===== config.mk =====
export PLATFORM = sky130hd
export DESIGN_NAME = mux41_rr_arb
export DESIGN_NICKNAME = d
export VERILOG_FILES = /design/src/rtl/mux41_rr_arb.sv
export SDC_FILE = /design/constraint.sdc
export NUM_CORES = 1
export LEC_CHECK = 0
export ABC_CLOCK_PERIOD_IN_PS = 1880
export CORE_AREA = 2 2 135 137
export DETAILED_ROUTE_END_ITERATION = 7
export DIE_AREA = 0 0 137 139
export PLACE_DENSITY = 0.73
export SLEW_MARGIN = 5
export SYNTH_ARGS = -nofsm -noshare
export SYNTH_HDL_FRONTEND = slang
export SYNTH_SLANG_ARGS = --single-unit

===== constraint.sdc =====
create_clock -name clk -period 1.88 [get_ports clk]
set_clock_uncertainty 0.2 [all_clocks]
set_input_delay 0.188 -clock clk [delete_from_list [all_inputs] [get_ports clk]]
set_output_delay 0.188 -clock clk [all_outputs]
set_load 0.05 [all_outputs]

===== src/rtl/mux41_rr_arb.sv =====
// mux41_rr_arb: four-requester round-robin arbiter feeding a one-word
// registered output buffer with a valid/ready handshake toward the consumer.
// A requester is acknowledged in the cycle its word is captured into q.
module mux41_rr_arb #(
  parameter int N = 64
) (
  input  logic         clk,
  input  logic         rst_n,
  input  logic [3:0]   req,
  input  logic [N-1:0] X1,
  input  logic [N-1:0] X2,
  input  logic [N-1:0] X3,
  input  logic [N-1:0] X4,
  output logic [3:0]   ack,
  output logic [N-1:0] q,
  output logic [1:0]   select,
  output logic         q_valid,
  input  logic         q_ready,
  output logic [15:0]  grant_cnt
);

  typedef enum logic {
    EMPTY = 1'b0,
    FULL  = 1'b1
  } state_t;

  state_t         state_r;
  state_t         state_nxt_s;
  logic [1:0]     ptr_r;
  logic [1:0]     win_s;
  logic           load_s;
  logic [N-1:0]   win_data_s;

  // First set request bit after ptr, wrapping; the last winner is checked last.
  function automatic logic [1:0] rr_pick(input logic [1:0] ptr, input logic [3:0] r);
    logic [1:0] idx;
    logic       found;
    rr_pick = ptr;
    found   = 1'b0;
    for (int k = 1; k <= 4; k++) begin
      idx = ptr + k[1:0];
      if (!found && r[idx]) begin
        rr_pick = idx;
        found   = 1'b1;
      end
    end
  endfunction

  // Load when the buffer can take a word and someone is asking; ack is held
  // off during reset so no requester sees a grant that will not be captured.
  always_comb begin
    load_s = rst_n && ((state_r == EMPTY) || q_ready) && (req != 4'b0000);
    win_s  = rr_pick(ptr_r, req);
    ack    = 4'b0000;
    if (load_s) begin
      ack = 4'b0001 << win_s;
    end else begin
      ack = 4'b0000;
    end
  end

  // Data mux selecting the winner's word.
  always_comb begin
    win_data_s = X1;
    case (win_s)
      2'd0:    win_data_s = X1;
      2'd1:    win_data_s = X2;
      2'd2:    win_data_s = X3;
      2'd3:    win_data_s = X4;
      default: win_data_s = X1;
    endcase
  end

  // Buffer occupancy: a capture always leaves it full, a drain without a
  // capture empties it, otherwise it holds.
  always_comb begin
    state_nxt_s = state_r;
    case (state_r)
      EMPTY: begin
        if (load_s) state_nxt_s = FULL;
        else        state_nxt_s = EMPTY;
      end
      FULL: begin
        if (load_s)       state_nxt_s = FULL;
        else if (q_ready) state_nxt_s = EMPTY;
        else              state_nxt_s = FULL;
      end
      default: state_nxt_s = EMPTY;
    endcase
  end

  // Occupancy state register; reset discards any held word.
  always_ff @(posedge clk or negedge rst_n) begin
    if (!rst_n) state_r <= EMPTY;
    else        state_r <= state_nxt_s;
  end

  // Output word, index, round-robin pointer and saturating capture counter.
  always_ff @(posedge clk or negedge rst_n) begin
    if (!rst_n) begin
      q         <= '0;
      select    <= 2'b00;
      ptr_r     <= 2'b11;
      grant_cnt <= 16'h0000;
    end else if (load_s) begin
      q         <= win_data_s;
      select    <= win_s;
      ptr_r     <= win_s;
      grant_cnt <= (grant_cnt == 16'hFFFF) ? grant_cnt : (grant_cnt + 16'd1);
    end else begin
      q         <= q;
      select    <= select;
      ptr_r     <= ptr_r;
      grant_cnt <= grant_cnt;
    end
  end

  assign q_valid = (state_r == FULL);

endmodule

==> reports/results.tsv, run 1 <==
metric	value	unit
most area-hungry cell type in the Yosys netlist	dfrtp_1	
Final Instance Count excl. Fillers	1225	
design area	0.01044	mm2
failing checks	negative setup slack	
Detailed Route WL	24.95	mm
CTS tree	done	
Sink Count	85	
worst reg2reg path depth	9	
Iter 0 DRT Violations	261	
Critical Path Start	ptr_r[0]	
Worst-Skew Late Latency	0.36	ns
Placed Area	0.009593	mm2
PD cells	1219	mW/mm2
CP arrival	1.95	ns
core area	0.01766	mm2
initial antenna violation count	2	
fillers	1534	
die height	139	um
Detailed Routing Iterations Pass 1	5	
I/O Buffers	349	
IO Pins	350	
worst IR drop on VDD	0.0006799	V
most frequent cells in the layout	257 x clkdlybuf4s50_1, 128 x nand3_1, 102 x buf_4	
min-delay src	rst_n	
fin crit share	1.245	
register area	0.002151	mm2
Worst-Margin Slew	0.7240	ns
WHS Path Cells	5	
area grow syn2layout	89.72	%
kind of start point of the critical path	flop	
share of synthesized registers carrying an async set or reset	1.000	
Crit Path Category	flop to primary output	
Crit Reg-Reg Endpoint	q[59]	
pin count of the biggest net entering global routing	51	
flop2flop setup slack	-0.40	ns
clock-pin slew on the worst setup and hold paths	0.07	ns
top cell type's share of synthesized area	0.3774	
Setup-failing EPs final	69	
fmax	427.3	MHz
final-report hold violation count	0	
Fin Setup TNS	-22.94	ns
vias	6589	
first-pass GRT wire length	37.36	mm
number of routed nets with antenna violations	0	
Critical Path RT	1.49	ns
H-tree Lvls	3	
pins over their slew limit	0	
worst r2r src	ptr_r[0]	
DP Cell Count	1179	
run status	finished, violations left	
clock root buffer	clkbuf_16	
DIE AREA	0.01904	mm2
Placement Setup Slack	-0.6000	ns
fin worst setup slack	-0.4601	ns
Min-Delay Endpoint	select[0]	
library cells used by synthesis	39	
Multi-input gate area	0.003208	mm2
Pleak	3.993	nW
post-synthesis register bit count	85	
initial core utilization	0.3117	
fraction of layout cells with a size suffix above 1	0.2221	
Max-slew headroom	0.5174	
Post-Syn Nets	877	
number of global-route vias before repair	6746	
clock buffer depth	2	
Post-synth EDFFs	0	
Seq/Total Area, Yosys	0.3869	
vias per cell	5.379	
top cells by area, synth	dfrtp_1 38%, o2111a_1 13%, nand3_1 12%	
Power Total	12.73	mW
area of the mapped netlist	0.005504	mm2
gp weighted congestion	0.8821	
YS warnings	0	
Final nets	1254	
max cap viols	0	
Synth Instances	613	
GRT Total Usage	0.2558	
CP Capture Type	primary output	
Num CTS Buffers	9	
Row Count	49	
commonest non-fill, non-tap cell in the layout	clkdlybuf4s50_1	
routed len/inst	20.37	um
placed wire-length estimate	17.00	mm
top_reg_cell synth	dfrtp_1	
Syn Area/Cell	8.979	um2
Overflow after GRT	0	
Max FO, Critical Path	4	
unrepaired setup endpoints after global routing	true	
drt drc	0	
chip width	137	um
Hold Path Class	primary input to flop	
clock period minus worst slack	2.340	ns
power breakdown:
part,total [mW],leakage (nW),internal (mW),switching [mW]
logic,7.90,2.91,3.22,4.68
registers,3.01,0.946,2.56,0.449
clock network,1.82,0.137,0.931,0.892
sequential cells by signal, indices dropped and copies added (netlist names):
name,flops
ptr_r,2
q,64
q_valid,1
grant_cnt,16
select,2
worst max path at each step:
| stage | endpoint | slack (ns) |
|---|---|---|
| 4_1_cts | ack[2] | -0.45 |
| 3_3_place_gp | ack[2] | -0.58 |
| 6_report | ack[2] | -0.46 |
| 2_1_floorplan | ack[2] | -0.17 |
| 5_1_grt | ack[2] | -0.52 |
| 3_5_place_dp | ack[2] | -0.60 |
area by class of cell:
type,count,area share
well taps,229,0.02744
clock buffers,9,0.02157
multi-input cells,463,0.3072
clock inverters,7,0.006111
inverters,1,0.0007189
diodes,1,0.0002396
repair buffers,430,0.4307
flip-flops and latches,85,0.2060
logic make-up (layout without fill, tap and decap cells):
logic type / count (synthesis) / after routing / share of synthesized area
multiplexers: 1 / 1 / 0.002046
adder cells (fa/ha/maj): 1 / 1 / 0.002273
AND/OR/NAND/NOR: 304 / 304 / 0.3105
buffers and inverters: 65 / 447 / 0.06297
XOR/XNOR: 15 / 15 / 0.02387
AO/OA/AOI/OAI: 142 / 142 / 0.2114
other: 0 / 1 / 0
flip-flops: 85 / 85 / 0.3869
through the flow:
step                hold WS [ns]  utilization
floorplan                -0.3076            -
CTS                       0.1413       0.5882
global route              0.1790       0.5914
global placement          0.1115       0.5433
finish                    0.1553       0.5914
detailed placement        0.1131       0.5433
critical path: stages (launching register included):
cell	delay (ns)
dfstp_2	0.58
nor2b_2	0.07
buf_6	0.12
o21bai_4	0.14
nand2_2	0.08
or2_4	0.27
buf_12	0.14
clkinvlp_4	0.07
buf_12	0.13
cell usage after synthesis (2+ instances only):
cell type	number
and4_1	2
buf_1	2
buf_2	7
buf_4	5
buf_6	10
clkbuf_1	40
dfrtp_1	83
dfstp_2	2
nand2_1	11
nand2b_1	68
nand3_1	133
nand4_1	8
nor2_1	6
nor2b_1	4
nor3_1	2
o2111a_1	64
o21a_1	2
o21ai_0	66
o21bai_1	2
or3_1	64
xnor2_1	13
xor2_1	2
per-layer routing:
metal,up-vias,routed length (um),global-route usage
met5,-,13,0
met4,2,832,0.1134
met3,57,2166,0.06469
met2,347,12340,0.4344
met1,3120,9601,0.3013
li1,3063,-,-
repair_timing:
action,in CTS,in global routing
buffers inserted,19,1
gates cloned,8,1
pin swaps,48,15
endpoints found under the setup margin,86,78
hold buffers,3,0
endpoints found under the hold margin,36,0
resized for setup,46,16
Note: power is estimated with default switching activity, not from simulation.
==> run 2, diff against run 1 <==
--- a/config.mk
+++ b/config.mk
@@ -7,7 +7,8 @@
 export LEC_CHECK = 0
+export ABC_AREA = 1
 export ABC_CLOCK_PERIOD_IN_PS = 1880
-export CORE_AREA = 2 2 135 137
+export CORE_MARGIN = 2
+export CORE_UTILIZATION = 35
 export DETAILED_ROUTE_END_ITERATION = 7
-export DIE_AREA = 0 0 137 139
-export PLACE_DENSITY = 0.73
+export PLACE_DENSITY = 0.78
 export SLEW_MARGIN = 5
==> constraint.sdc (replaced) <==
create_clock -name clk -period 1.88 [get_ports clk]
set_clock_uncertainty 0.2 [all_clocks]
set_input_delay 0.376 -clock clk [delete_from_list [all_inputs] [get_ports clk]]
set_output_delay 0.376 -clock clk [all_outputs]
set_load 0.05 [all_outputs]
==> run 2 against run 1 <==
  * The run ends with negative hold slack, negative setup slack left
  * Flip-flop and latch count unchanged
  * Sequential power increased by 6%
  * Fmax decreased by 16%
  * Global-route usage increased by 1.8 points
  * Highest routed layer is now met4
==> reports/results.tsv, run 2 <==
metric	value	unit	change
chip width	134.9	um	-1.5%
top_reg_cell synth	dfrtp_1		
clock period minus worst slack	2.785	ns	+0.4452 ns
drt drc	0		unchanged
post-synthesis register bit count	85		unchanged
Crit Path Category	flop to primary output		
Overflow after GRT	0		unchanged
Worst-Margin Slew	0.7613	ns	+0.03738 ns
max incr delay on CP	0.61	ns	+0.03 ns
number of routed nets with antenna violations	0		unchanged
I/O Buffers	349		unchanged
worst reg2reg path depth	15		+6
Setup-failing EPs final	85		+23%
share of synthesized registers carrying an async set or reset	1.000		unchanged
Critical Path RT	1.30	ns	-0.19 ns
Final nets	1566		+25%
top cell type's share of synthesized area	0.3463		-0.03109
Finished Core Util	0.6979		+0.1065
IO Pins	350		unchanged
max cap viols	0		unchanged
vias per cell	5.168		-3.9%
Worst-Skew Late Latency	0.35	ns	about the same
area grow syn2layout	93.64	%	
Hold Slack	-0.004452	ns	-0.1598 ns
Post-Syn Nets	1167		+33%
failing checks	negative hold slack, negative setup slack		
Max FO, Critical Path	7		+3
most common cell in the netlist	nand2_1		
Synth Instances	903		+47%
flop2flop setup slack	-0.87	ns	-0.47 ns
gp weighted congestion	0.9219		+4.5%
first-pass GRT wire length	38.66	mm	+3.5%
PD cells	2489	mW/mm2	+100%
core area	0.01664	mm2	-5.7%
worst r2r src	ptr_r[0]		
Pleak	5.571	nW	+40%
top cells by area, synth	dfrtp_1 35%, nand2_1 16%, nand3_1 13%		
initial antenna violation count	0		-2
Post-synth EDFFs	0		unchanged
number of global-route vias before repair	7356		+9.0%
CP arrival	2.21	ns	+0.26 ns
run status	finished, violations left		
most frequent cells in the layout	256 x clkdlybuf4s50_1, 229 x nand2_1, 142 x nand3_1		
area of the mapped netlist	0.005998	mm2	+9.0%
Post-synth top cells	251 x nand2_1, 160 x nand3_1, 103 x inv_1		
placed wire-length estimate	18.03	mm	+6.1%
fin crit share	1.482		+0.2368
H-tree Lvls	3		unchanged
clock buffer depth	2		unchanged
unrepaired setup endpoints after global routing	true		
Detailed Routing Iterations Pass 1	7		+2
clock root buffer	clkbuf_16		
most flop-heavy register	q		
Iter 0 DRT Violations	439		+68%
n_diodes	0		-1
vias	7891		+20%
Hold Path Class	primary input to async pin		
Crit Reg-Reg Endpoint	q[38]		
final-report hold violation count	2		+2
CTS tree	done		
pin count of the biggest net entering global routing	74		+45%
worst IR drop on VDD	0.001859	V	+170%
fraction of layout cells with a size suffix above 1	0.2693		+0.04721
Detailed Route WL	27.82	mm	+12%
Seq/Total Area, Yosys	0.3550		-0.03188
slowest CP cell	dfstp_2		
die height	134.9	um	-2.9%
Sink Count	85		unchanged
Num CTS Buffers	9		unchanged
CTS Hold Bufs	0		-3
Max-slew headroom	0.4924		-0.02492
Syn Area/Cell	6.643	um2	-26%
clock-pin slew on the worst setup and hold paths	0.07	ns	about the same
biggest regs	q (64), grant_cnt (16)		
YS warnings	0		unchanged
routed len/inst	18.22	um	-11%
kind of start point of the critical path	flop		
fin worst setup slack	-0.9053	ns	-0.4452 ns
DIE AREA	0.01820	mm2	-4.4%
CP Capture Type	primary output		
pins over their slew limit	0		unchanged
GRT Total Usage	0.2734		+0.01765
commonest non-fill, non-tap cell in the layout	clkdlybuf4s50_1		
most area-hungry cell type in the Yosys netlist	dfrtp_1		
fillers	1297		-15%
fmax	359.0	MHz	-16%
worst-path cell chain	clkinv_4 > nand2_4 > nand2_8 > a21oi_2 > o21ai_4 > nand3_4 > nand2_8 > nor3_4 > buf_12		
max reg flops	64		unchanged
Row Count	47		-4.1%
initial core utilization	0.3604		+0.04870
library cells used by synthesis	31		-21%
Most common cell on crit path	nand2_8		
## run 2: cell types whose count changed after synthesis, moves of 21 or more
cell	delta
nand2b_1	-68
or3_1	-64
nand3_1	+27
nor2_1	+43
a21oi_1	+67
o2111a_1	-64
clkbuf_1	-21
inv_1	+102
o21ai_0	-27
nand2_1	+240
## run 2: kinds of logic (layout without fill, tap and decap cells)
family / after synthesis / after routing / synth area share
AO/OA/AOI/OAI: 130 / 130 / 0.1147
XOR/XNOR: 15 / 15 / 0.02190
adder cells (fa/ha/maj): 1 / 1 / 0.002086
buffers and inverters: 170 / 574 / 0.1277
flip-flops: 85 / 85 / 0.3550
AND/OR/NAND/NOR: 502 / 502 / 0.3786
## run 2: worst max-delay path: cells and delay by family (launching register included)
kind                   cells  cell delay (ns)
AO/OA/AOI/OAI              2             0.32
buffers and inverters      2             0.29
flip-flops                 1             0.61
AND/OR/NAND/NOR            5             0.64
## run 2: metal layers
metal | wire length, um | up-vias | part of all wire | GRT usage
li1 | - | 3714 | - | -
met3 | 2542 | 82 | 0.091 | 0.06569
met5 | 0 | - | 0 | 0
met2 | 14070 | 441 | 0.51 | 0.4896
met1 | 10330 | 3654 | 0.37 | 0.3164
met4 | 878 | 0 | 0.032 | 0.1000
## run 2: layout make-up
type	count	area, um2	area share
well taps	220	275.3	0.02370
multi-input cells	648	3714	0.3197
clock inverters	7	71.32	0.006140
inverters	110	437.9	0.03770
flip-flops and latches	85	2138	0.1841
repair buffers	448	4753	0.4092
clock buffers	9	225.2	0.01939
## run 2: how the worst max path moves through the flow
stage | slack (ns) | end | cells past startpoint | from
6_report | -0.91 | ack[0] | 9 | ptr_r[0]
3_3_place_gp | -0.73 | q[13] | 13 | req[2]
3_5_place_dp | -0.82 | q[12] | 14 | req[0]
2_1_floorplan | -0.72 | ack[0] | 11 | ptr_r[0]
5_1_grt | -0.98 | ack[2] | 11 | ptr_r[0]
4_1_cts | -0.80 | ack[2] | 12 | ptr_r[0]
## run 2: timing repair
action,CTS,global route
gates cloned,5,10
setup endpoints to repair,79,80
gates resized for setup,52,141
pin swaps,23,55
buffers inserted,16,17
## run 2: where the power goes
part	switching (mW)	leakage, nW	total (mW)	internal [mW]
Sequential	0.512	1.04	3.18	2.67
Combinational	14.0	4.38	23.9	9.85
Clock	0.834	0.150	1.87	1.04
## run 2: stage by stage
step           cells  total power [mW]  setup TNS (ns)  area, um2  setup slack, ns
6_report        1527             28.91          -55.52      11610          -0.9053
5_1_grt         1527             30.59          -64.04      11610          -0.9797
4_1_cts         1503             25.07          -50.58      10790          -0.7995
3_5_place_dp    1466             20.82          -58.69      10070          -0.8212
3_3_place_gp    1466             20.52          -53.63      10070          -0.7346
2_1_floorplan    903             15.39          -22.19       6145          -0.7191
